**config.mk**
```make
export PLATFORM = sky130hd
export DESIGN_NAME = adsr_envelope_flat
export DESIGN_NICKNAME = d
export VERILOG_FILES = /design/src/rtl/adsr_envelope_if.sv /design/src/rtl/adsr_envelope.sv /design/src/flat_wrapper.sv
export SDC_FILE = /design/constraint.sdc
export NUM_CORES = 1
export LEC_CHECK = 0
export BUFFER_PORTS_ARGS = -buffer_cell sky130_fd_sc_hd__clkbuf_2
export CORE_UTILIZATION = 25
export CTS_BUF_LIST = sky130_fd_sc_hd__clkbuf_4
export DETAILED_ROUTE_END_ITERATION = 8
export GPL_TIMING_DRIVEN = 0
export HOLD_SLACK_MARGIN = 0.15
export SETUP_SLACK_MARGIN = 0.4
export SYNTH_ARGS = -nofsm -noshare
export SYNTH_HDL_FRONTEND = slang
export SYNTH_SLANG_ARGS = --single-unit
export TNS_END_PERCENT = 30
```
**constraint.sdc**
```tcl
create_clock -name clk -period 22.6 [get_ports clk]
set_input_delay 2.26 -clock clk [delete_from_list [all_inputs] [get_ports clk]]
set_output_delay 2.26 -clock clk [all_outputs]
set_load 0.05 [all_outputs]
```
**src/rtl/adsr_envelope_if.sv**
```systemverilog
// ----------------------------------------------------------------------------
// adsr_envelope_if
// Signal bundle between an ADSR envelope generator and its controller.
//   master : drives tick, gate, phase durations, sustain level, wave_in;
//            observes wave_out, env_out, active, done
//   slave  : the envelope generator itself (reverse directions)
// Parameters must match those of the adsr_envelope instance attached.
// ----------------------------------------------------------------------------
interface adsr_envelope_if #(
  parameter int DATA_W = 12,
  parameter int GAIN_W = 12,
  parameter int TIME_W = 12
);
  logic              tick;
  logic              gate;
  logic [TIME_W-1:0] attack_time;
  logic [TIME_W-1:0] decay_time;
  logic [GAIN_W-1:0] sustain_level;
  logic [TIME_W-1:0] release_time;
  logic [DATA_W-1:0] wave_in;
  logic [DATA_W-1:0] wave_out;
  logic [GAIN_W-1:0] env_out;
  logic              active;
  logic              done;

  modport master (
    output tick, gate, attack_time, decay_time, sustain_level, release_time, wave_in,
    input  wave_out, env_out, active, done
  );

  modport slave (
    input  tick, gate, attack_time, decay_time, sustain_level, release_time, wave_in,
    output wave_out, env_out, active, done
  );
endinterface

```
**src/rtl/adsr_envelope.sv**
```systemverilog
// ----------------------------------------------------------------------------
// adsr_envelope
// Linear attack/decay/sustain/release gain envelope, advanced on sample ticks,
// applied as a gain to the incoming sample stream.
// Ports:
//   clk  - system clock
//   rst  - synchronous active-high reset (aborts any phase, no fade-out)
//   bus  - adsr_envelope_if.slave:
//          tick, gate, attack/decay/release_time (0 treated as 1),
//          sustain_level (read live), wave_in ->
//          wave_out (registered scaled sample), env_out (registered gain),
//          active (state != IDLE), done (1-clk pulse on RELEASE -> IDLE)
// Build option:
//   ADSR_SIGNED_EN - wave_in/wave_out are two's complement; the product is
//                    signed sample x unsigned gain with an arithmetic shift.
//                    Undefined: unsigned samples.
// ----------------------------------------------------------------------------
module adsr_envelope #(
  parameter int DATA_W = 12,
  parameter int GAIN_W = 12,
  parameter int TIME_W = 12
) (
  input  logic            clk,
  input  logic            rst,
  adsr_envelope_if.slave  bus
);
  localparam logic [GAIN_W-1:0] MAX = '1;
  localparam int QW = (GAIN_W > TIME_W) ? GAIN_W : TIME_W;

  typedef enum logic [2:0] {IDLE, ATTACK, DECAY, SUSTAIN, RELEASE} state_t;

  state_t            state, state_n;
  logic [GAIN_W-1:0] env, env_n;
  logic [GAIN_W-1:0] step, step_n;
  logic [TIME_W-1:0] cnt, cnt_n;
  logic              done_q, done_n;
  logic [DATA_W-1:0] wave_q, wave_n;

  logic [TIME_W-1:0] atk_t, dec_t, rel_t;
  logic [GAIN_W-1:0] atk_step, dec_step, rel_step;
  logic [GAIN_W:0]   sum;
  logic [GAIN_W-1:0] env_up, env_dn;

  // Quotient never exceeds the GAIN_W-wide dividend, so the narrowing is exact.
  function automatic logic [GAIN_W-1:0] div_t(input logic [GAIN_W-1:0] num,
                                               input logic [TIME_W-1:0] den);
    logic [QW-1:0] q;
    q = QW'(num) / QW'(den);
    return q[GAIN_W-1:0];
  endfunction

  assign atk_t = (bus.attack_time  == '0) ? TIME_W'(1) : bus.attack_time;
  assign dec_t = (bus.decay_time   == '0) ? TIME_W'(1) : bus.decay_time;
  assign rel_t = (bus.release_time == '0) ? TIME_W'(1) : bus.release_time;

  assign atk_step = div_t(MAX - env, atk_t);
  assign dec_step = div_t(MAX - bus.sustain_level, dec_t);
  assign rel_step = div_t(env, rel_t);

  // Saturating envelope arithmetic
  assign sum    = {1'b0, env} + {1'b0, step};
  assign env_up = sum[GAIN_W] ? MAX : sum[GAIN_W-1:0];
  assign env_dn = (step > env) ? '0 : env - step;

  always_comb begin
    state_n = state;
    env_n   = env;
    cnt_n   = cnt;
    step_n  = step;
    done_n  = 1'b0;
    if (bus.tick) begin
      case (state)
        IDLE: begin
          env_n = '0;
          if (bus.gate) begin
            state_n = ATTACK;
            cnt_n   = atk_t;
            step_n  = atk_step;
          end
        end
        ATTACK: begin
          if (!bus.gate) begin
            state_n = RELEASE;
            cnt_n   = rel_t;
            step_n  = rel_step;
          end else if (cnt == TIME_W'(1)) begin
            env_n   = MAX;
            state_n = DECAY;
            cnt_n   = dec_t;
            step_n  = dec_step;
          end else begin
            env_n = env_up;
            cnt_n = cnt - TIME_W'(1);
          end
        end
        DECAY: begin
          if (!bus.gate) begin
            state_n = RELEASE;
            cnt_n   = rel_t;
            step_n  = rel_step;
          end else if (cnt == TIME_W'(1)) begin
            env_n   = bus.sustain_level;
            state_n = SUSTAIN;
          end else begin
            env_n = env_dn;
            cnt_n = cnt - TIME_W'(1);
          end
        end
        SUSTAIN: begin
          // On key release the envelope keeps its current value and the
          // release ramp is loaded from it.
          if (!bus.gate) begin
            state_n = RELEASE;
            cnt_n   = rel_t;
            step_n  = rel_step;
          end else begin
            env_n = bus.sustain_level;
          end
        end
        RELEASE: begin
          if (bus.gate) begin
            state_n = ATTACK;
            cnt_n   = atk_t;
            step_n  = atk_step;
          end else if (cnt == TIME_W'(1)) begin
            env_n   = '0;
            state_n = IDLE;
            done_n  = 1'b1;
          end else begin
            env_n = env_dn;
            cnt_n = cnt - TIME_W'(1);
          end
        end
        default: state_n = IDLE;
      endcase
    end
  end

`ifdef ADSR_SIGNED_EN
  logic signed [DATA_W+GAIN_W:0] prod;
  assign prod   = $signed({{(GAIN_W+1){bus.wave_in[DATA_W-1]}}, bus.wave_in}) *
                  $signed({{(DATA_W+1){1'b0}}, env});
  assign wave_n = DATA_W'(prod >>> GAIN_W);
`else
  logic [DATA_W+GAIN_W-1:0] prod;
  assign prod   = {{GAIN_W{1'b0}}, bus.wave_in} * {{DATA_W{1'b0}}, env};
  assign wave_n = DATA_W'(prod >> GAIN_W);
`endif

  always_ff @(posedge clk) begin
    if (rst) begin
      state  <= IDLE;
      env    <= '0;
      cnt    <= '0;
      step   <= '0;
      done_q <= 1'b0;
      wave_q <= '0;
    end else begin
      state  <= state_n;
      env    <= env_n;
      cnt    <= cnt_n;
      step   <= step_n;
      done_q <= done_n;
      wave_q <= wave_n;
    end
  end

  assign bus.env_out  = env;
  assign bus.wave_out = wave_q;
  assign bus.done     = done_q;
  assign bus.active   = (state != IDLE);
endmodule

```
**src/flat_wrapper.sv**
```systemverilog
// flat-port wrapper written by rule: the top's interface ports become plain ports
module adsr_envelope_flat 
#(
  parameter int DATA_W = 12,
  parameter int GAIN_W = 12,
  parameter int TIME_W = 12
)
  (clk, rst, bus_tick, bus_gate, bus_attack_time, bus_decay_time, bus_sustain_level, bus_release_time, bus_wave_in, bus_wave_out, bus_env_out, bus_active, bus_done);
  adsr_envelope_if #(.DATA_W(DATA_W), .GAIN_W(GAIN_W), .TIME_W(TIME_W)) bus_i ();
  input  logic clk;
  input  logic rst;
  input wire logic [$bits(bus_i.tick)-1:0] bus_tick;
  input wire logic [$bits(bus_i.gate)-1:0] bus_gate;
  input wire logic [$bits(bus_i.attack_time)-1:0] bus_attack_time;
  input wire logic [$bits(bus_i.decay_time)-1:0] bus_decay_time;
  input wire logic [$bits(bus_i.sustain_level)-1:0] bus_sustain_level;
  input wire logic [$bits(bus_i.release_time)-1:0] bus_release_time;
  input wire logic [$bits(bus_i.wave_in)-1:0] bus_wave_in;
  output wire logic [$bits(bus_i.wave_out)-1:0] bus_wave_out;
  output wire logic [$bits(bus_i.env_out)-1:0] bus_env_out;
  output wire logic [$bits(bus_i.active)-1:0] bus_active;
  output wire logic [$bits(bus_i.done)-1:0] bus_done;
  assign bus_i.tick = bus_tick;
  assign bus_i.gate = bus_gate;
  assign bus_i.attack_time = bus_attack_time;
  assign bus_i.decay_time = bus_decay_time;
  assign bus_i.sustain_level = bus_sustain_level;
  assign bus_i.release_time = bus_release_time;
  assign bus_i.wave_in = bus_wave_in;
  assign bus_wave_out = bus_i.wave_out;
  assign bus_env_out = bus_i.env_out;
  assign bus_active = bus_i.active;
  assign bus_done = bus_i.done;
  adsr_envelope #(.DATA_W(DATA_W), .GAIN_W(GAIN_W), .TIME_W(TIME_W)) u_core (.clk(clk), .rst(rst), .bus(bus_i));
endmodule
```
After elaboration in Yosys (flattened, before gate mapping) --
Cells that the tools add are included.
Word-level totals: bits in registers 52, logic and storage cells 84, input bits 64, output and inout bits 26
Cells by class: bitwise gates (word level) 2, equal/unequal tests 16, div/mod/pow operators 3, $mul 1, mux-type cells 36, order comparisons 1, add/sub/neg operators 5, reductions and logical operators 14
Operators with widths (number):
- $mux 12 | 23
- $pmux 12 s5 | 2
- $div 12x12->12 | 3
- $logic_not 12->1 | 3
- $pmux 12 s3 | 1
- $mul 12x12->24 | 1
- $mux 3 | 8
- $sub 12x12->12 const A | 2
- $pmux 3 s5 | 1
- $ne 2x2->1 const B | 7
- $add 12x12->13 | 1
- $eq 12x1->1 const B | 1
- $gt 12x12->1 | 1
- $reduce_and 6->1 | 2
- $sub 12x1->12 const B | 1
- $sub 12x12->12 | 1
- $ne 3x2->1 const B | 3
- $eq 3x2->1 const B | 2
- $reduce_bool 3->1 | 2
- $reduce_and 5->1 | 1
- $reduce_bool 5->1 | 1
- $reduce_and 4->1 | 1
- $reduce_or 2->1 | 2
- $reduce_or 4->1 | 1
- other kinds (6) | 7

Logic depth before layout (Yosys ltp) --
Gate-level depths: netlist of run 1.
word-level depth 6, gate-level depth with buffers 93, mapped depth without buffers 86

Worst setup path after synthesis of run 1 --
Ideal clock, no wire load.
path kind input -> register, from input port bus_decay_time[7], to register u_core.step[0], stages 87, buffers on the path 6, setup time 0.142 ns, arrival 20.732 ns, data required time 22.458 ns, slack 1.726 ns, path through buf_2 -> nor4_2 -> and4_1 -> or2_2 -> inv_1 -> ha_1 -> nor2b_1 -> a41oi_1 -> a21oi_1 -> ha_1 -> o21a_1 -> o2111ai_1 -> mux2i_1 -> ha_1 -> o21a_1 -> o21ai_0 -> a21o_1 -> mux2i_1 -> (+51 left out) -> ha_1 -> o21a_1 -> o21a_1 -> o21ai_0 -> nand4b_1 -> a31oi_1 -> nor2b_1 -> o31ai_1 -> clkbuf_1 -> mux2_2 -> ha_1 -> a21o_1 -> a211oi_1 -> o21bai_1 -> a31oi_1 -> o21ai_0 -> a22oi_1 -> a311oi_1
On the way: cells in the longest elaborated chain, start to end 6
Ends and longest elaborated chain:
- start: declaration | RTL line flat_wrapper.sv:15 | input wire logic [$bits(bus_i.decay_time)-1:0] bus_decay_time;
- $logic_not 12->1 | RTL line adsr_envelope.sv:53 | assign dec_t = (bus.decay_time == '0) ? TIME_W'(1) : bus.decay_time;
- $mux 12 * | RTL line adsr_envelope.sv:53
- $div 12x12->12 * | RTL line adsr_envelope.sv:48 | q = QW'(num) / QW'(den);
- $mux 12 * | RTL line adsr_envelope.sv:86 | end else if (cnt == TIME_W'(1)) begin
- $mux 12 * | RTL line adsr_envelope.sv:82 | if (!bus.gate) begin
- $pmux 12 s3 * | RTL line adsr_envelope.sv:72 | case (state)
- end signal: assignment | RTL line adsr_envelope.sv:162 | step <= step_n;
- end: declaration | RTL line adsr_envelope.sv:34 | logic [GAIN_W-1:0] step, step_n;
Mark *: on every way between the ends. The rest lies on a longest branch, timed or not. The select of a mux whose other input is x is not followed. A chain may end at the register's enable or synchronous reset.

Worst setup path after layout of run 1 --
from input port bus_release_time[9], to register u_core.step[0]
On the way: cells in the longest elaborated chain, start to end 5
Ends and longest elaborated chain:
- start: declaration | RTL line flat_wrapper.sv:17 | input wire logic [$bits(bus_i.release_time)-1:0] bus_release_time;
- $logic_not 12->1 | RTL line adsr_envelope.sv:54 | assign rel_t = (bus.release_time == '0) ? TIME_W'(1) : bus.release_time;
- $mux 12 * | RTL line adsr_envelope.sv:54
- $div 12x12->12 * | RTL line adsr_envelope.sv:48
- $mux 12 (on tied branches) | RTL line adsr_envelope.sv:97, adsr_envelope.sv:112, adsr_envelope.sv:82
- $pmux 12 s3 * | RTL line adsr_envelope.sv:72
Marks and branches as above.

==> impl_metrics.ini, run 1 <==
[setup_path]
cpMostUsedCell = ha_1
crit_slowest_cell = o311ai_1
cp_slowest_stage_delay_ps = 480
cp_max_fo = 10
arrival_ps = 21540
r2r-end = u_core.step[0]
startpoint = bus_release_time[9]
timing.critical_path.from_type = input pin
r2r_cells = 86
crit_path_end_kind = register
crit_required_ps = 22960
rrSetupSlack_ps = 2730
reg2reg_from = u_core.bus.env_out[11]
critPathKind = in2reg

[worst_hold_path]
hp-class = reg2reg
holdPathEnd = u_core.cnt[6]
hold_depth = 2
hold_start = u_core.cnt[6]

[pwr]
power.leakage_nw = 9.635
vdd_drop_max_mv = 0.02481
powerDensity_mw_per_mm2 = 23.64

[global_route]
antenna_found_initial = 10
grt_pass1_wl_um = 100100
overflow = 0
grt_start_max_net_pins = 19
track_usage_pct = 16.25
grt_pass1_vias = 18030

[routing]
drt_pass1_iterations = 5
routed_via_density = 5.272
drc = 0
wl_um = 64180
drtAntennaViolNets = 0
dr_wl_met2_um = 27970
via_count = 18980
highest-signal-layer = met5
dr.first_iter.drc_count = 1524
wirelength_met1_um = 29360
dr_wl_met3_um = 5168
wl_per_cell_um = 17.82

[yosys]
syn_area_mm2 = 0.01890
synth_ff_type = dfxtp_1
avgSynthCellArea_um2 = 7.569
syn_nets = 2985
synthArstFlopShare_pct = 0
yosysUniqueCellTypes = 90
ys_warn_count = 0
ys_seq_area_share_pct = 5.508
ys_seq_elements = 52
synth_edf_count = 0
syn_inst = 2497

[placed_design]
hpwl_um = 51430
port_buffers = 86
dpl-instance-area_mm2 = 0.02054
place_congestion = 0.9270

[layout]
area_growth_pct = 12.88
drive_above_1_share_pct = 12.50
nets = 3118
fin_util_pct = 28.61
nFillCells = 8106
multi_input_area_mm2 = 0.01700
finalInstanceArea_mm2 = 0.02133
final-seq-area_mm2 = 0.001041

[sta]
worst_slew_pin_slew_ps = 1229
maxSlewHeadroom_pct = 17.18
finalMaxSlewViolations = 0
whs_ps = 486.8
hold_viol_final = 0
fin_crit_ps = 21180
rsz0062_at_grt = false
setup-violations-final = 0
skew_ps = 20.25
fmax_mhz = 47.22
post-route-period-util_pct = 93.71

[die]
core-area_mm2 = 0.07457
die_y_um = 277.0
die_x_um = 277.0
start_util_pct = 25.34
dieArea_mm2 = 0.07670
rows = 100
ios = 90

[cts]
cts_num_sinks = 52
clock_path_buffers = 2
cts_root_buf = clkbuf_4
cts_tree = done
path_clk_slew_ps = 240
htree_levels = 2
clock_latency_ps = 500
numCtsBuffers = 5

[job]
drv_cap = 0

[status]
outcome = completed
-- layer usage --
metal / vias up / GRT usage (%)
met3: 105 / 3.299
met5: - / 0
met1: 8999 / 22.44
met2: 622 / 25.56
met4: 16 / 4.174
li1: 9241 / -
-- metrics by stage --
| step | setup slack, ps | std cells | setup TNS, ps | power (mW) |
|---|---|---|---|---|
| finish | 1422 | 3601 | 0 | 0.5043 |
| global route | 283.0 | 3601 | 0 | 0.5449 |
| CTS | 419.7 | 3572 | 0 | 0.4919 |
| detailed placement | -4101 | 3552 | -5864 | 0.4224 |
| global placement | -4077 | 3552 | -5782 | 0.4193 |
| floorplan | 1726 | 2497 | 0 | 0.3431 |
-- layout by cell type, fill, tap and decap left out, types with 10 or more instances in the layout --
cell | Yosys | final
xnor2_1 | 77 | 77
inv_1 | 227 | 223
buf_4 | 0 | 42
xor2_1 | 61 | 61
clkbuf_1 | 84 | 68
ha_1 | 323 | 323
nor2b_1 | 23 | 22
o21ai_1 | 8 | 13
o21a_1 | 58 | 57
nand2b_1 | 33 | 33
nand3_1 | 48 | 47
nand2_1 | 264 | 263
or2_2 | 28 | 28
a221oi_1 | 19 | 19
a21o_1 | 45 | 44
o211ai_1 | 25 | 25
a222oi_1 | 14 | 14
a21boi_0 | 11 | 10
nor4_1 | 12 | 11
a21oi_1 | 175 | 168
a211oi_1 | 31 | 28
o21ai_0 | 112 | 103
clkbuf_4 | 0 | 10
mux2i_1 | 26 | 21
and2_1 | 53 | 53
fa_1 | 101 | 101
mux2_2 | 61 | 61
nor2_1 | 178 | 177
or3_1 | 30 | 30
nand4_1 | 19 | 19
dfxtp_1 | 52 | 52
nor3_1 | 70 | 68
a31oi_1 | 20 | 17
clkbuf_2 | 0 | 93
-- worst max path at each step --
stage	endpoint	slack (ps)	cells after the start
after floorplan	u_core.step[0]	1730	87
after global placement	u_core.step[0]	-4080	86
after detailed placement	u_core.step[0]	-4100	87
after CTS	u_core.step[0]	420	89
after global routing	u_core.step[0]	280	91
final	u_core.step[0]	1420	88
-- registers in the layout, indices dropped and copies added, names as in the netlist --
register,cells
u_core.state,3
u_core.cnt,12
u_core.bus.env_out,12
u_core.bus.wave_out,12
u_core.step,12
u_core.bus.done,1
-- cells in the mapped netlist (8+ instances only) --
cell | n | area, um2
nor4_1 | 12 | 75.07
a31oi_1 | 20 | 125.1
fa_1 | 101 | 2022
or3_1 | 30 | 187.7
a21oi_1 | 175 | 875.8
o21a_1 | 58 | 435.4
a221oi_1 | 19 | 166.4
o2111ai_1 | 8 | 70.07
nand3_1 | 48 | 240.2
nand2b_1 | 33 | 206.5
nor2b_1 | 23 | 143.9
ha_1 | 323 | 4041
a21o_1 | 45 | 337.8
mux2_2 | 61 | 686.9
mux2i_1 | 26 | 260.3
o21ai_1 | 8 | 40.04
a222oi_1 | 14 | 140.1
and3_1 | 9 | 56.30
nand4_1 | 19 | 118.9
a21boi_0 | 11 | 82.58
xnor2_1 | 77 | 674.4
clkbuf_1 | 84 | 315.3
and2_1 | 53 | 331.6
o21bai_1 | 8 | 60.06
xor2_1 | 61 | 534.3
o21ai_0 | 112 | 560.5
nand2_1 | 264 | 991.0
o31a_1 | 9 | 78.83
nor2_1 | 178 | 668.1
a211oi_1 | 31 | 232.7
inv_1 | 227 | 852.1
or2_2 | 28 | 175.2
o31ai_1 | 19 | 142.6
o211ai_1 | 25 | 187.7
nor3b_1 | 8 | 60.06
nor3_1 | 70 | 350.3
dfxtp_1 | 52 | 1041
-- cells by family (layout without fill, tap and decap cells) --
| family | count (synthesis) | count (layout) | synth area share (%) |
|---|---|---|---|
| fa+ha+maj | 425 | 425 | 32.14 |
| simple gates | 810 | 810 | 20.97 |
| other cells | 0 | 1 | 0 |
| mux | 88 | 88 | 5.071 |
| xor+xnor | 138 | 138 | 6.395 |
| buf+inv | 323 | 457 | 6.455 |
| flops | 52 | 52 | 5.508 |
| compound gates | 661 | 661 | 23.46 |
-- final cells by class --
class	instances	area share, %
Buffer	96	1.971
Tap cell	969	5.683
Clock inverter	3	0.1290
Antenna cell	1	0.01173
Sequential cell	52	4.879
Inverter	227	4.064
Clock buffer	5	0.1759
Timing Repair Buffer	126	3.425
Multi-Input combinational cell	2122	79.66
-- timing repair --
action / CTS / global route
gates resized for setup: 46 / 79
pin swaps: 7 / 16
gates cloned: 0 / 0
setup endpoints to repair: 2 / 2
endpoints found under the hold margin: 0 / 0
buffers inserted: 12 / 28
hold buffers: 0 / 0
-- power by group --
part	switching [mW]	leakage [nW]	internal, mW
Combinational	0.201	9.18	0.141
Clock	0.0490	0.0333	0.0131
Sequential	0.00427	0.423	0.0957
Total	0.255	9.64	0.250
-- critical path: cells and delay by family --
kind	cells	cell delay, ps
AND/OR/NAND/NOR	17	3380
AO/OA/AOI/OAI	44	8950
buffers and inverters	11	1930
adder cells (fa/ha/maj)	12	3590
multiplexers	4	1370
(Power assumes the default switching activity.)
==> run 2: changes to the inputs <==
- ABC_AREA: default -> 1
- HOLD_SLACK_MARGIN: 0.15 -> 0.1
- clock period: 22.6 -> 20.4 ns (I/O delays scaled with it)
==> run 2 against run 1 <==
Against the previous run: clock-buffer cell count unchanged; clock skew increased by 17 ps; register-to-register slack improved by 660 ps; highest routed layer unchanged; wire length down 2.5%; flip-flop and latch count did not move.
==> impl_metrics.ini, run 2 <==
[status]
outcome = completed

[layout]
multi_input_area_mm2 = 0.01654
nFillCells = 8703
mostFrequentLayoutCells = nand2_1, inv_1, ha_1
nets = 3733
area_growth_pct = 14.50
drive_above_1_share_pct = 12.88
final_common_cell = nand2_1
finalInstanceArea_mm2 = 0.02242
final-seq-area_mm2 = 0.001041
stdcell_count = 4289

[die]
start_util_pct = 25.27
dieArea_mm2 = 0.07943
core-area_mm2 = 0.07747
rows = 102
die_y_um = 281.8
die_x_um = 281.8
ios = 90

[routing]
wl_per_cell_um = 14.60
drtAntennaViolNets = 0
drt_pass1_iterations = 7
routed_via_density = 4.697
via_count = 20150
wl_um = 62600
drc = 0
dr.first_iter.drc_count = 1319

[cts]
path_clk_slew_ps = 220
clock_path_buffers = 2
clock_latency_ps = 480
numCtsBuffers = 5
cts_root_buf = clkbuf_4
cts_tree = done
cts_num_sinks = 52
cts_hold_buf = 0
htree_levels = 2

[placed_design]
hpwl_um = 51280
port_buffers = 88
place_ws_ps = -926.9
place_congestion = 0.9419
dpl-instance-area_mm2 = 0.02132
placed_cells = 4211

[yosys]
synthMostInstantiatedCell = nand2_1
synth_area_leader_cell = ha_1
synth_edf_count = 0
synthArstFlopShare_pct = 0
yosysUniqueCellTypes = 62
synth.area.top_cells = ha_1, nand2_1, inv_1, fa_1, dfxtp_1
syn_inst = 3083
ys_seq_area_share_pct = 5.318
ys_warn_count = 0
synth_ff_type = dfxtp_1
syn_area_mm2 = 0.01958
synth_top_area_share_pct = 20.64
avgSynthCellArea_um2 = 6.350
yosys-top-cells-count = nand2_1, inv_1, ha_1, a21oi_1, nand3_1
ys_seq_elements = 52
syn_nets = 3571

[setup_path]
reg2reg_from = u_core.bus.env_out[11]
cp_slowest_stage_delay_ps = 380
crit_path_end_kind = register
r2r_cells = 132
critPathKind = in2reg
arrival_ps = 18910
critical_path_buf_inv_count = 13
r2r-end = u_core.step[0]
crit_slowest_cell = ha_1
cp_top_family = simple AND/OR/NAND/NOR gates
cp_max_fo = 10
rrSetupSlack_ps = 3390
timing.critical_path.from_type = input pin
cpMostUsedCell = nand2_1
crit_required_ps = 20800

[sta]
setup-violations-final = 0
maxSlewHeadroom_pct = 32.02
skew_ps = 37.17
fmax_mhz = 54.03
fin_ws_ps = 1893
rsz0062_at_grt = false
hold_viol_final = 0
whs_ps = 524.8
finalMaxSlewViolations = 0
worst_slew_pin_slew_ps = 1020
post-route-period-util_pct = 90.72
fin_crit_ps = 18510

[global_route]
antenna_found_initial = 7
overflow = 0
grt_pass1_vias = 18590
grt_pass1_wl_um = 98750
grt_start_max_net_pins = 19
track_usage_pct = 15.56

[worst_hold_path]
hp-class = reg2reg
hold_start = u_core.step[10]
holdPathEnd = u_core.step[10]
hold_depth = 2

[pwr]
vdd_drop_max_mv = 0.02579
powerDensity_mw_per_mm2 = 40.01
power.leakage_nw = 12.30
finalPower_uw = 896.9

[job]
drv_cap = 0
==> run 2: cell count changes in the layout (fill, tap and decap cells not counted), moves of 38 or more <==
| cell | before | now |
|---|---|---|
| nor2_1 | 177 | 135 |
| nor3_1 | 68 | 30 |
| xnor2_1 | 77 | 31 |
| inv_1 | 223 | 532 |
| nand2_1 | 263 | 795 |
| nand3_1 | 47 | 179 |
| o21a_1 | 57 | 6 |
| mux2_2 | 61 | 0 |
==> run 2: worst min-delay path, delay by kind of cell, from the launching register on <==
| family | cells | cell delay [ps] |
|---|---|---|
| flops | 1 | 350 |
| buf+inv | 1 | 80 |
| compound gates | 1 | 70 |
==> run 2: logic make-up (layout without fill, tap and decap cells) <==
logic type	count (synthesis)	count (layout)	share of synthesized area [%]
adders and majority gates	424	424	30.97
DFF	52	52	5.318
other	0	3	0
xor gates and xnor gates	103	103	4.608
AOI/OAI and AO/OA	520	520	16.07
and+or+nand+nor	1346	1347	30.56
buffers and inverters	638	800	12.47
==> run 2: what timing repair did <==
action,4_1_cts,5_1_grt
setup endpoints to repair,1,2
gates cloned,0,1
buffers inserted,1,65
pin swaps,1,35
gates resized for setup,7,116
==> run 2: how the worst max path moves through the flow <==
stage                         startpoint             end  cells after the start
global placement     bus_release_time[8]  u_core.step[0]                    138
finish               bus_release_time[3]  u_core.step[0]                    137
CTS                   bus_attack_time[4]  u_core.step[0]                    124
detailed placement   bus_release_time[8]  u_core.step[0]                    138
global route        bus_release_time[11]  u_core.step[0]                    139
floorplan            bus_release_time[7]  u_core.step[0]                    137
==> run 2: where the power goes <==
group | leakage (nW) | switching [mW] | internal [mW] | total [mW]
combinational | 11.8 | 0.445 | 0.263 | 0.708
clock | 0.0333 | 0.0453 | 0.0145 | 0.0597
sequential | 0.425 | 0.0150 | 0.114 | 0.129
==> run 2: final cells by class <==
cell class                 count  area share [%]
buffer                        72           1.496
multi-input combinational   2394           73.78
clock buffer                   5          0.1675
sequential                    52           4.644
timing repair buffer         154           4.253
tap                         1040           5.805
inverter                     566           9.701
antenna                        3         0.03349
clock inverter                 3          0.1228
==> run 2: routing by layer <==
layer	GRT usage, %	wire length, um	share of wire, %	vias to the layer above
met5	0	53	0.085	-
met4	3.400	1737	2.8	8
met3	1.765	3425	5.5	95
met2	25.61	27670	44	495
met1	21.62	29720	47	9227
li1	-	-	-	10320
==> run 2: metrics by stage <==
step           TNS [ps]  util (%)
3_5_place_dp     -926.9     27.52
3_3_place_gp     -676.9     27.52
6_report              0     28.94
4_1_cts               0     27.65
2_1_floorplan         0         -
5_1_grt               0     28.94
